`config.mk`:
```
export PLATFORM = sky130hd
export DESIGN_NAME = ram_bus_if
export DESIGN_NICKNAME = d
export VERILOG_FILES = /design/src/rtl/ram_bus_if.sv
export SDC_FILE = /design/constraint.sdc
export NUM_CORES = 2
export LEC_CHECK = 0
export CAP_MARGIN = 20
export CELL_PAD_IN_SITES_DETAIL_PLACEMENT = 0
export CELL_PAD_IN_SITES_GLOBAL_PLACEMENT = 2
export CORE_MARGIN = 4
export CORE_UTILIZATION = 40
export DETAILED_ROUTE_END_ITERATION = 7
export PLACE_DENSITY = 0.7
export SLEW_MARGIN = 15
export SYNTH_ARGS = -nofsm -noshare
export SYNTH_HDL_FRONTEND = slang
export SYNTH_SLANG_ARGS = --single-unit
```
`constraint.sdc`:
```
create_clock -name CLK -period 2.7 [get_ports CLK]
set_input_delay 0.27 -clock CLK [delete_from_list [all_inputs] [get_ports CLK]]
set_output_delay 0.27 -clock CLK [all_outputs]
set_load 0.005 [all_outputs]
```
`src/rtl/ram_bus_if.sv`:
```
// Memory-side bus interface: MAR, 2**AW x DW synchronous RAM and a read/write handshake FSM.
// Optional build macro MAR_AUTOINC_EN: MAR post-increments when a completed access returns to IDLE.
module ram_bus_if #(
  parameter int AW = 8,
  parameter int DW = 8
) (
  input  logic          CLK,
  input  logic          RST,
  input  logic [AW-1:0] ABUS,
  input  logic [DW-1:0] DIN,
  input  logic          LMAR,
  input  logic          RD,
  input  logic          WR,
  output logic [DW-1:0] DBUS,
  output logic          DBUS_OE,
  output logic          RDY,
  output logic [AW-1:0] MAR
);

  // Handshake: a request (RD or WR, active low) is accepted only in IDLE and only if
  // exactly one is low. RDY acknowledges it and stays high for as long as the requester
  // holds the request low; the requester releases it once RDY is seen, and the access
  // completes (returns to IDLE) on the edge where the release is sampled.
  typedef enum logic [1:0] {IDLE, RD1, RDV, WR1} state_t;

  state_t        state, state_nxt;
  logic [DW-1:0] mem [0:(2**AW)-1];
  logic [DW-1:0] rdata;
  logic [AW-1:0] mar_nxt;
  logic [DW-1:0] dbus_nxt;
  logic          oe_nxt;
  logic          rdy_nxt;
  logic          mem_we;
  logic          rdata_ld;

  always_comb begin
    state_nxt = state;
    mar_nxt   = MAR;
    dbus_nxt  = '0;
    oe_nxt    = 1'b0;
    rdy_nxt   = 1'b0;
    mem_we    = 1'b0;
    rdata_ld  = 1'b0;
    case (state)
      IDLE: begin
        if (!LMAR) mar_nxt = ABUS;
        if (!RD && WR) begin
          state_nxt = RD1;
        end else if (!WR && RD) begin
          mem_we    = 1'b1;
          rdy_nxt   = 1'b1;
          state_nxt = WR1;
        end
      end
      RD1: begin
        rdata_ld  = 1'b1;
        state_nxt = RDV;
      end
      RDV: begin
        if (!RD) begin
          dbus_nxt = rdata;
          oe_nxt   = 1'b1;
          rdy_nxt  = 1'b1;
        end else begin
          state_nxt = IDLE;
`ifdef MAR_AUTOINC_EN
          mar_nxt = MAR + AW'(1);
`endif
        end
      end
      WR1: begin
        // The write already happened on entry; holding WR low only holds the acknowledge.
        if (!WR) begin
          rdy_nxt = 1'b1;
        end else begin
          state_nxt = IDLE;
`ifdef MAR_AUTOINC_EN
          mar_nxt = MAR + AW'(1);
`endif
        end
      end
      default: state_nxt = IDLE;
    endcase
  end

  always_ff @(posedge CLK) begin
    if (RST) begin
      state   <= IDLE;
      MAR     <= '0;
      DBUS    <= '0;
      DBUS_OE <= 1'b0;
      RDY     <= 1'b0;
      rdata   <= '0;
    end else begin
      state   <= state_nxt;
      MAR     <= mar_nxt;
      DBUS    <= dbus_nxt;
      DBUS_OE <= oe_nxt;
      RDY     <= rdy_nxt;
      if (rdata_ld) rdata <= mem[MAR];
    end
  end

  // RAM has no reset; a write request coinciding with reset is dropped.
  always_ff @(posedge CLK) begin
    if (mem_we && !RST) mem[MAR] <= DIN;
  end

endmodule

```
After elaboration in Yosys (flattened, before gate mapping)
Memories as Yosys holds them, arrays and structs flattened. A register that Yosys moved wholly into a read port is not among the register bits. Index checks and enable logic that the tools add are counted.

Multiplexer cells: 14. Reductions and logical operators: 11. Equal/unequal tests: 6. Bitwise operators: 2.

Operators by type and width (number): $mux 1 (8); $mux 2 (4); $pmux 2 s4 (1); $eq 2x2->1 const B (2); $ne 2x2->1 const B (2); $logic_and 1x1->1 (3); $logic_not 1->1 (3); $ne 3x3->1 const B (1); $pmux 1 s3 (1); $reduce_and 3->1 (1); $reduce_or 3->1 (1); $eq 2x1->1 const B (1); $logic_not 2->1 (1); $not 1->1 (2); $reduce_and 2->1 (1); $reduce_or 2->1 (1).

Logic and storage cells: 39. Memory bits (writable): 2048. Memories kept: 1. Flip-flop bits (word level): 20.

Memory list: mem (words 256, bits a word 8, read ports 1, clocked after memory_dff 1, write ports 1, RTL line 27) `logic [DW-1:0] mem [0:(2**AW)-1];`.

Longest topological paths before layout
Depth after elaboration: 8. Depth in mapped cells: 12. Mapped depth without buffers: 7.

Worst setup path after synthesis
No wires, ideal clock.

Path type: reg-to-reg. Start: register MAR[0]. End: memory mem[221][0], enable pin. Slack: -0.144 ns. Buffers on the path: 6. Arrival time: 2.474 ns. Clock period less this slack: 2.844 ns. Cell stages (with the launch flop): 11. Cells stage by stage: dfxtp_1 buf_4 buf_4 buf_4 buf_4 buf_4 nand2_1 nor2_1 nand3_1 buf_2 nor2_1.

RTL lines: start, declared (RTL line 17) `output logic [AW-1:0] MAR`; start signal, assigned (RTL line 96) `MAR <= mar_nxt;`; end, declared (RTL line 27).

No word-level cell before the write port.

==> results.md <==
- Crit path kind: flip-flop to flip-flop
- Outcome: finished with violations
- Netlist Area Pre-Place: 80800 um2
- Seq/Total Area, Yosys: 76.8%
- Maximum clock rate: 333 MHz
- RSZ-0062 raised after global routing: yes
- Die width: 458 um
- Root Driver: clkbuf_16
- Commonest non-fill, non-tap cell in the layout: edfxtp_1
- Yosys top cell by area: edfxtp_1
- Pwr dens: 706 nW/um2
- Worst VDD drop: 547 uV
- CP max FO: 7
- Setup crit start kind: flip-flop
- Starting density of the core: 40.3%
- Initial DRC Count: 4727
- DR pass1 iterations: 5
- Setup TNS: -1.78 ns
- Max-slew headroom at the worst pin: 36.1%
- Via density: 5.65
- Most frequent cells in the layout: edfxtp_1 (2048), buf_4 (601), mux4_2 (486)
- Vias post-DR: 42600
- First-pass GRT wire length: 323000 um
- Rows: 164
- H-tree Lvls: 4
- Final setup fails: 8
- Final WS setup: -0.301 ns
- Layout cells sized above 1: 37.9%
- Final min period: 3.00 ns
- Pins Over Slew Limit: 0
- Critical path endpoint category: flip-flop
- Clock Latency Late Sink: 0.85 ns
- Worst slew pin tran: 0.958 ns
- Synth top area share: 76.1%
- Largest net degree at the start of global routing: 98
- Final Net Count: 4716
- Placed inst area: 91100 um2
- Clock slew at reported path FFs: 0.06 ns
- Area contributors post-synth: edfxtp_1 (76%), mux4_2 (14%), mux2i_1 (1.8%)
- Fin crit share: 111%
- Die area: 209000 um2
- Mapped Cells: 3875
- Area delta synth->final: 23.3%
- Clock net sink count: 2076
- I/O Pins: 39
- Synth unique cells: 59
- Most used DFF post-synth: edfxtp_1
- TritonCTS buffer count: 207
- Vias in the first global route: 42900
- Clock Skews: 0.0596 ns
- Placed Cells: 7063
- Post-Layout Cell Count: 7534
- Die Y: 458 um
- Aggregate global-route resource usage: 21.5%
- WP data required: 3.38 ns
- Worst hold path type: input pin to flip-flop
- Final ANT Viol Nets: 0
- CTS tree: built
- Ys async rst share: 0%
- Failing checks: negative setup slack
- Leakage: 31.9 nW
- Fin area: 99700 um2
- Routability cong.: 0.830
- Bufs on Longest Clock Path: 3
- FF-to-FF setup slack: -0.30 ns
- Core Box Area: 200000 um2
- Max cap viols: 0
- GRT overflow: 0
- Net Count, Synth: 3898
- Synth warn: 0
- PortBufs: 38
- Routed WL: 225000 um
- DPL Wire Length: 146000 um
- Register bit total from synthesis: 2076
- Number of flops mapped to enable cells by yosys: 2048
- Drt drc: 0
- Fillcell total: 16100
- Crit path DAT: 3.69 ns
- Antenna violations before repair: 6
- Wire per inst: 29.9 um
- Endpoints failing hold: 0
- Avg Cell Area, Syn: 20.9 um2
-- area by class of cell --
class | instances | area (um2) | area share, %
clock buffers | 242 | 5340 | 5.36
clock inverters | 146 | 1590 | 1.59
inverters | 12 | 66.3 | 0.0665
diodes | 6 | 15.0 | 0.0151
well taps | 2656 | 3320 | 3.33
multi-input cells | 1546 | 18100 | 18.2
repair buffers | 850 | 9140 | 9.17
flip-flops and latches | 2076 | 62100 | 62.3
-- critical path, stage by stage (launching register included) --
cell and delay (ns):
dfxtp_4 0.41, buf_6 0.12, buf_12 0.14, buf_12 0.12
buf_12 0.13, buf_4 0.12, mux4_2 0.49, mux4_2 0.52
o2111ai_4 0.25, nand2_2 0.11, o32ai_4 0.23, a311oi_1 0.16
-- layer usage --
metal  share of wire, %  up-vias  wire, um  GRT usage (%)
met5                  0        -         0              0
met4                2.6        0      5940           5.84
met3                6.6      272     14900           3.37
met2                 49     1586    110000           34.8
met1                 42    23000     94600           30.5
li1                   -    17700         -              -
-- stage by stage --
| step | power, mW | utilization [%] | hold WS (ns) | setup WS (ns) |
|---|---|---|---|---|
| floorplan | 38.8 | - | 0.369 | -0.144 |
| global placement | 41.5 | 45.5 | 0.602 | -0.799 |
| detailed placement | 41.6 | 45.5 | 0.607 | -0.871 |
| CTS | 70.9 | 49.5 | 0.000315 | -0.248 |
| global route | 72.6 | 49.7 | 0.0198 | -0.362 |
| finish | 70.4 | 49.7 | 0.0370 | -0.301 |
-- repair_timing --
item	in CTS	in global routing
pin swaps	25	13
endpoints found under the setup margin	360	232
resized for setup	106	40
hold endpoints to repair	63	0
hold buffers	3	0
cloned	8	2
buffers inserted	54	10
-- report_power, final --
part	internal (mW)	leakage, nW	switching (mW)	total, mW
registers	35.4	18.6	0.111	35.5
logic	2.52	9.95	3.23	5.75
clock network	16.7	3.35	12.4	29.1
-- path summary, 6_finish.rpt --
check | startpoint | endpoint | cells past startpoint
hold reg to reg | rdata[0] | DBUS[0] | 1
setup / recovery | MAR[1] | rdata[5] | 11
hold / removal | DIN[3] | mem[96][3] | 1
setup reg to reg | MAR[1] | rdata[5] | 11
-- synthesized netlist by cell type, types with 4 or more instances --
library cell,number
inv_1,9
a211oi_1,11
nor4b_1,4
a221oi_1,6
a311oi_1,10
buf_2,76
nand2_1,110
o21ai_1,6
nor3_1,19
mux2_1,6
dfxtp_1,28
o32ai_1,5
nand3_1,42
a31oi_1,7
clkbuf_1,81
o21bai_1,4
buf_6,13
buf_1,15
o21a_1,5
or2_2,4
o2111ai_1,5
nand2b_1,6
buf_4,56
mux2_2,49
nor4_1,5
mux2i_1,144
o21ai_0,42
a21oi_1,45
nand4_1,16
o41ai_1,5
and2_1,11
or3_1,9
nor2_1,321
a311o_1,6
a32oi_1,17
nor2b_1,19
o211ai_1,6
mux4_2,486
edfxtp_1,2048
a22oi_1,45
and3_1,6
o22ai_1,37
-- flip-flops by register name, summed over array words and instances (netlist names) --
| register | count |
|---|---|
| mem | 2048 |
| DBUS | 8 |
| MAR | 8 |
| rdata | 8 |
| state | 2 |
| DBUS_OE | 1 |
| RDY | 1 |
-- cells by family (layout without fill, tap and decap cells) --
| kind of cell | count (synthesis) | count (layout) | share of synthesized area (%) |
|---|---|---|---|
| fa+ha+maj | 2 | 2 | 0.0309 |
| other cells | 0 | 6 | 0 |
| mux | 685 | 685 | 16.1 |
| simple gates | 581 | 581 | 3.10 |
| compound gates | 278 | 278 | 2.34 |
| flops | 2076 | 2076 | 76.8 |
| buf+inv | 253 | 1250 | 1.67 |
Note: power is estimated with default switching activity, not from simulation.
